--- src/rtl/jtframe_pll_phase.sv ---
// rtl/jtframe_pll_phase.sv - runtime phase-step controller for the PLL SDRAM clock output
module jtframe_pll_phase #(
  parameter logic [4:0] CNTSEL    = 5'd1,
  parameter int         MAX_STEPS = 64,   // 1..127
  parameter int         TIMEOUT   = 1023,
  parameter int         SETTLE    = 15
) (
  input  logic              clk,
  input  logic              rst_n,
  input  logic              pll_locked,
  input  logic              req,
  input  logic signed [7:0] target,
  output logic              busy,
  output logic              done,
  output logic              err,
  output logic signed [7:0] pos,
  output logic              phase_en,
  output logic              updn,
  output logic [4:0]        cntsel,
  input  logic              phase_done
);

  localparam int CW = $clog2(((TIMEOUT > SETTLE) ? TIMEOUT : SETTLE) + 2);
  localparam logic [CW-1:0]    TO_C  = CW'(TIMEOUT);
  localparam logic [CW-1:0]    ST_C  = CW'(SETTLE);
  localparam logic signed [7:0] MAX_C = 8'(MAX_STEPS);
  localparam logic signed [7:0] MIN_C = -MAX_C;

  typedef enum logic [2:0] {
    S_IDLE, S_STROBE, S_WAIT_LO, S_WAIT_HI, S_SETTLE
  } state_t;

  state_t             state_q, state_d;
  logic [CW-1:0]      cnt_q, cnt_d;
  logic signed [7:0]  tgt_q, tgt_d;
  logic signed [7:0]  pos_q, pos_d;
  logic               busy_q, busy_d;
  logic               done_q, done_d;
  logic               err_q, err_d;
  logic               phase_en_q, phase_en_d;
  logic               updn_q, updn_d;
  logic               lock_s1_q, lock_s1_d, lock_s2_q, lock_s2_d, lock_prev_q, lock_prev_d;
  logic               pd_s1_q, pd_s1_d, pd_s2_q, pd_s2_d;
  logic signed [7:0]  tgt_clamped;
  logic               lock_fall;

  function automatic logic signed [7:0] clamp(input logic signed [7:0] v);
    if (v > MAX_C)      return MAX_C;
    else if (v < MIN_C) return MIN_C;
    else                return v;
  endfunction

  assign tgt_clamped = clamp(target);
  assign lock_fall   = lock_prev_q & ~lock_s2_q;

  assign busy     = busy_q;
  assign done     = done_q;
  assign err      = err_q;
  assign pos      = pos_q;
  assign phase_en = phase_en_q;
  assign updn     = updn_q;
  assign cntsel   = CNTSEL;

  // Next-state logic: step sequencing, timeout abort and lock-loss override
  always_comb begin
    state_d     = state_q;
    cnt_d       = cnt_q;
    tgt_d       = tgt_q;
    pos_d       = pos_q;
    busy_d      = busy_q;
    done_d      = 1'b0;
    err_d       = 1'b0;
    phase_en_d  = phase_en_q;
    updn_d      = updn_q;
    lock_s1_d   = pll_locked;
    lock_s2_d   = lock_s1_q;
    lock_prev_d = lock_s2_q;
    pd_s1_d     = phase_done;
    pd_s2_d     = pd_s1_q;

    case (state_q)
      S_IDLE: begin
        busy_d     = 1'b0;
        phase_en_d = 1'b0;
        // busy_q here only marks the zero-distance cycle, so requests are ignored
        if (req && !busy_q) begin
          if (!lock_s2_q) begin
            err_d = 1'b1;
          end else begin
            tgt_d  = tgt_clamped;
            busy_d = 1'b1;
            if (tgt_clamped == pos_q) begin
              done_d = 1'b1;
            end else begin
              updn_d     = (tgt_clamped > pos_q);
              phase_en_d = 1'b1;
              cnt_d      = '0;
              state_d    = S_STROBE;
            end
          end
        end
      end
      S_STROBE: begin
        if (cnt_q == '0) begin
          cnt_d = CW'(1);
        end else begin
          phase_en_d = 1'b0;
          cnt_d      = '0;
          state_d    = S_WAIT_LO;
        end
      end
      S_WAIT_LO: begin
        if (!pd_s2_q) begin
          cnt_d   = '0;
          state_d = S_WAIT_HI;
        end else if (cnt_q == TO_C) begin
          err_d   = 1'b1;
          busy_d  = 1'b0;
          state_d = S_IDLE;
        end else begin
          cnt_d = cnt_q + CW'(1);
        end
      end
      S_WAIT_HI: begin
        if (pd_s2_q) begin
          pos_d   = updn_q ? pos_q + 8'sd1 : pos_q - 8'sd1;
          cnt_d   = CW'(1);
          state_d = S_SETTLE;
        end else if (cnt_q == TO_C) begin
          err_d   = 1'b1;
          busy_d  = 1'b0;
          state_d = S_IDLE;
        end else begin
          cnt_d = cnt_q + CW'(1);
        end
      end
      S_SETTLE: begin
        if (cnt_q >= ST_C) begin
          if (pos_q == tgt_q) begin
            done_d  = 1'b1;
            busy_d  = 1'b0;
            state_d = S_IDLE;
          end else begin
            phase_en_d = 1'b1;
            cnt_d      = '0;
            state_d    = S_STROBE;
          end
        end else begin
          cnt_d = cnt_q + CW'(1);
        end
      end
      default: state_d = S_IDLE;
    endcase

    // After relock the PLL is back at its compile-time phase, so the offset is zero
    if (lock_fall) begin
      state_d    = S_IDLE;
      pos_d      = '0;
      phase_en_d = 1'b0;
      done_d     = 1'b0;
      err_d      = err_d | busy_q;
      busy_d     = 1'b0;
    end
  end

  // State and output registers, including the two-flop input synchronisers
  always_ff @(posedge clk or negedge rst_n) begin
    if (!rst_n) begin
      state_q     <= S_IDLE;
      cnt_q       <= '0;
      tgt_q       <= '0;
      pos_q       <= '0;
      busy_q      <= 1'b0;
      done_q      <= 1'b0;
      err_q       <= 1'b0;
      phase_en_q  <= 1'b0;
      updn_q      <= 1'b0;
      lock_s1_q   <= 1'b0;
      lock_s2_q   <= 1'b0;
      lock_prev_q <= 1'b0;
      pd_s1_q     <= 1'b0;
      pd_s2_q     <= 1'b0;
    end else begin
      state_q     <= state_d;
      cnt_q       <= cnt_d;
      tgt_q       <= tgt_d;
      pos_q       <= pos_d;
      busy_q      <= busy_d;
      done_q      <= done_d;
      err_q       <= err_d;
      phase_en_q  <= phase_en_d;
      updn_q      <= updn_d;
      lock_s1_q   <= lock_s1_d;
      lock_s2_q   <= lock_s2_d;
      lock_prev_q <= lock_prev_d;
      pd_s1_q     <= pd_s1_d;
      pd_s2_q     <= pd_s2_d;
    end
  end

endmodule

--- config.mk ---
export PLATFORM = sky130hd
export DESIGN_NAME = jtframe_pll_phase
export DESIGN_NICKNAME = d
export VERILOG_FILES = /design/src/rtl/jtframe_pll_phase.sv
export SDC_FILE = /design/constraint.sdc
export NUM_CORES = 1
export LEC_CHECK = 0
export ABC_AREA = 1
export BUFFER_PORTS_ARGS = -buffer_cell sky130_fd_sc_hd__buf_2
export CAP_MARGIN = 0
export CORE_AREA = 4 4 83 85
export DETAILED_ROUTE_END_ITERATION = 6
export DIE_AREA = 0 0 87 89
export PLACE_DENSITY = 0.8
export SYNTH_ARGS = -nofsm -noshare
export SYNTH_HDL_FRONTEND = slang
export SYNTH_SLANG_ARGS = --single-unit
--- constraint.sdc ---
create_clock -name clk -period 2.9 [get_ports clk]
set_input_delay 0.435 -clock clk [delete_from_list [all_inputs] [get_ports clk]]
set_output_delay 0.435 -clock clk [all_outputs]
set_load 0.05 [all_outputs]
==> summary.txt <==
Synth
  – Post-Synth Adder-Cell Area: 7.29%
  – Largest family of logic cells by synthesized area: simple AND/OR/NAND/NOR gates
  – Yosys warns: 0
  – Post-synthesis mux area share: 0%
  – Post-synthesis cell area: 3020 um^2
  – Primary FF master, synth: dfrtp_1
  – Mapped Avg Cell Area: 6.66 um^2
  – Top-area cell type share of the netlist area: 33.1%
  – Netlist cell types: 34
  – Post-synth ARST share: 100%
  – Simple-gate share of the synthesized area: 37.8%
  – Seq/Total Area, Yosys: 33.1%
  – Post-synthesis compound-gate area fraction: 9.07%
  – Cells taking the most area after synthesis: dfrtp_1 33%, nand2_1 19%, inv_1 7.0%
  – Synth Area in XOR/XNOR: 2.03%
  – Syn Inst Count: 454
  – Synth Register Bits: 40
  – Number of synthesized flops with an enable pin: 0
  – Top cell type by total area after synthesis: dfrtp_1

Clocking
  – CTS tree: built
  – CTS resizes: 0
  – CTS Hold Bufs: 0
  – Clock-pin slew on the worst setup and hold paths: 0.08 ns
  – Clock Path Buffers: 2
  – Post-CTS Setup Inserts: 0
  – Root buf cell: clkbuf_8
  – CTS Sinks: 40
  – CTS buffer count: 5
  – Clk_lat worst skew: 0.30 ns
  – H-tree levels: 2

Run
  – # Max-Cap Violations: 0

Floorplan
  – Die X: 87 um
  – Die Y: 89 um
  – # rows: 29
  – Boundary pin count: 31
  – Die area: 7740 um^2
  – Core ar.: 6200 um^2
  – Initial Util: 48.7%

Layout
  – Final instance area: 3290 um^2
  – Ant. Diodes: 0
  – Most frequent cells in the layout: 151 x nand2_1, 56 x inv_1, 40 x dfrtp_1, 38 x nand3_1, 36 x nor2_1
  – Final core utilization: 53.1%
  – Most common cell after layout, fill and taps aside: nand2_1
  – Layout area overhead: 8.94%
  – Proportion of layout cells with a drive suffix above 1: 13.3%
  – Nets: 510

Detailed routing
  – First-pass DRT Iterations: 4
  – Routed wire per std cell: 12.2 um
  – Initial DRC count: 201
  – ANT nets after route: 0
  – Vias per Instance: 5.13
  – Vias: 2865
  – DRC Markers: 0
  – Total Wirelength: 6840 um

Timing
  – Rel. slew slack: 39.5%
  – Crit share post-route: 82.8%
  – Final Setup Violations: 0
  – Slew Viols, Final: 0
  – Unrepaired setup endpoints after global routing: no
  – Pin slew with the least headroom to its limit: 0.907 ns
  – Final hold violations: 0
  – Final TNS setup: 0 ns
  – Max frequency: 416 MHz
  – Clk_skew: 0.0110 ns
  – Min Tclk post-route: 2.40 ns

Power and ir drop
  – Maximum vdd drop: 0.535 mV
  – Internal power: 1.30 mW
  – Clk pwr share: 15.6%
  – Leak: 1.79 nW
  – PD cells: 783 nW/um^2
  – Combinational Power Share: 52.2%
  – Seq pwr share: 32.2%
  – Switch Pwr: 1.27 mW
  – Sw Ratio: 49.5%

Worst setup path
  – Crit-path leading delay family: simple AND/OR/NAND/NOR gates
  – Most common cell on crit path: nand2_1
  – CP endpoint kind: flop
  – Crit-path max cell delay: 0.31 ns
  – Worst path bufs/invs: 2
  – Worst endpoint data arrival time: 2.58 ns
  – Crit Path Max Fanout: 11
  – Critical Path RT: 3.08 ns
  – Crit start category: input port
  – Crit-path cells: buf_2, nor2_1, nand3_1, o21ai_0, inv_1, nor3_1, ha_1, nand2_1, nor2_1, nand2_1, nand2_1, a21oi_1, nand2_1, nand2_1, nand3_1
  – Critical path type: input port to flop
  – Crit-path slowest cell: ha_1

Run status
  – Outcome: finished clean

Global route
  – Vias in the first global route: 2756
  – Total GRT Usage: 19.3%
  – Initial antenna violation count: 0
  – Congestion Overflow GR: 0
  – First-pass GRT wire length: 12000 um
  – Largest net degree at the start of global routing: 41

Min path
  – Worst hold path type: input port to flop

Place
  – DP HPWL: 5340 um
  – Placed cell area: 3190 um^2
  – GPL Wtd Cong: 0.905
  – PortBufs: 25
[per-stage QoR]
step	hold WS, ns	total power [mW]	std cells	setup slack [ns]
floorplan	0.139	1.89	457	0.743
global placement	0.335	2.14	550	0.384
detailed placement	0.341	2.17	550	0.239
CTS	0.233	2.58	558	0.554
global route	0.228	2.82	558	0.221
finish	0.241	2.58	558	0.498
[kinds of logic (layout without fill, tap and decap cells)]
logic type,Yosys count,count (layout)
AND/OR/NAND/NOR,262,262
buffers and inverters,77,101
AO/OA/AOI/OAI,49,49
flip-flops,40,40
adder cells (fa/ha/maj),17,17
XOR/XNOR,7,7
other,2,5
[power groups by stage]
stage / logic (mW) / clock network [mW] / registers, mW
after floorplan: 0.923 / 0 / 0.963
after global placement: 1.31 / 0 / 0.827
after detailed placement: 1.34 / 0 / 0.836
after CTS: 1.34 / 0.411 / 0.827
after global routing: 1.54 / 0.429 / 0.851
final: 1.34 / 0.401 / 0.831
[area by class of cell]
cell class / instances / area, um^2
tap: 77 / 96.3
fill: 588 / 2910
multi-input combinational: 340 / 1720
inverter: 68 / 255
clock inverter: 2 / 15.0
sequential: 40 / 1000
timing repair buffer: 25 / 125
clock buffer: 6 / 82.6
[cell usage after synthesis, types with 7 or more instances]
| library cell | n |
|---|---|
| nand2_1 | 151 |
| inv_1 | 56 |
| dfrtp_1 | 40 |
| nand3_1 | 38 |
| nor2_1 | 36 |
| o21ai_0 | 19 |
| ha_1 | 16 |
| a21oi_1 | 13 |
| inv_2 | 12 |
| nand4_1 | 9 |
| nor2_2 | 8 |
| nor3_1 | 8 |
| buf_4 | 7 |
[final timing paths]
kind	to	cells after the start	slack, ns	from
worst max-delay path	cnt_q[1]$_DFFE_PN0P_	15	0.50	target[0]
worst min-delay path	lock_s1_q$_DFF_PN0_	1	0.24	pll_locked
worst max register to register	cnt_q[1]$_DFFE_PN0P_	10	0.93	pos[1]$_DFFE_PN0P_
worst min register to register	pd_s2_q$_DFF_PN0_	0	0.35	pd_s1_q$_DFF_PN0_
max in group asynchronous	pos[7]$_DFFE_PN0P_	1	2.07	rst_n
min in group asynchronous	tgt_q[1]$_DFFE_PN0P_	1	0.27	rst_n
[worst register-to-register path: cells and delay by family (launching register included)]
kind	cells	cell delay, ns
AOI/OAI and AO/OA	1	0.14
adders and majority gates	1	0.34
buffers and inverters	1	0.15
DFF	1	0.44
and+or+nand+nor	7	0.79
[flip-flops by register name, indices dropped and copies added (netlist names), 3 cells and up]
signal,cells
tgt_q,8
state_q,3
cnt_q,11
pos,8
[metal layers]
| layer | global-route usage (%) | vias to the layer above | part of all wire (%) |
|---|---|---|---|
| met4 | 8.22 | 0 | 2.0 |
| met3 | 2.86 | 12 | 4.3 |
| li1 | - | 1484 | - |
| met1 | 24.5 | 1299 | 46 |
| met5 | 0 | - | 0 |
| met2 | 32.6 | 70 | 48 |
(Power assumes the default switching activity.)
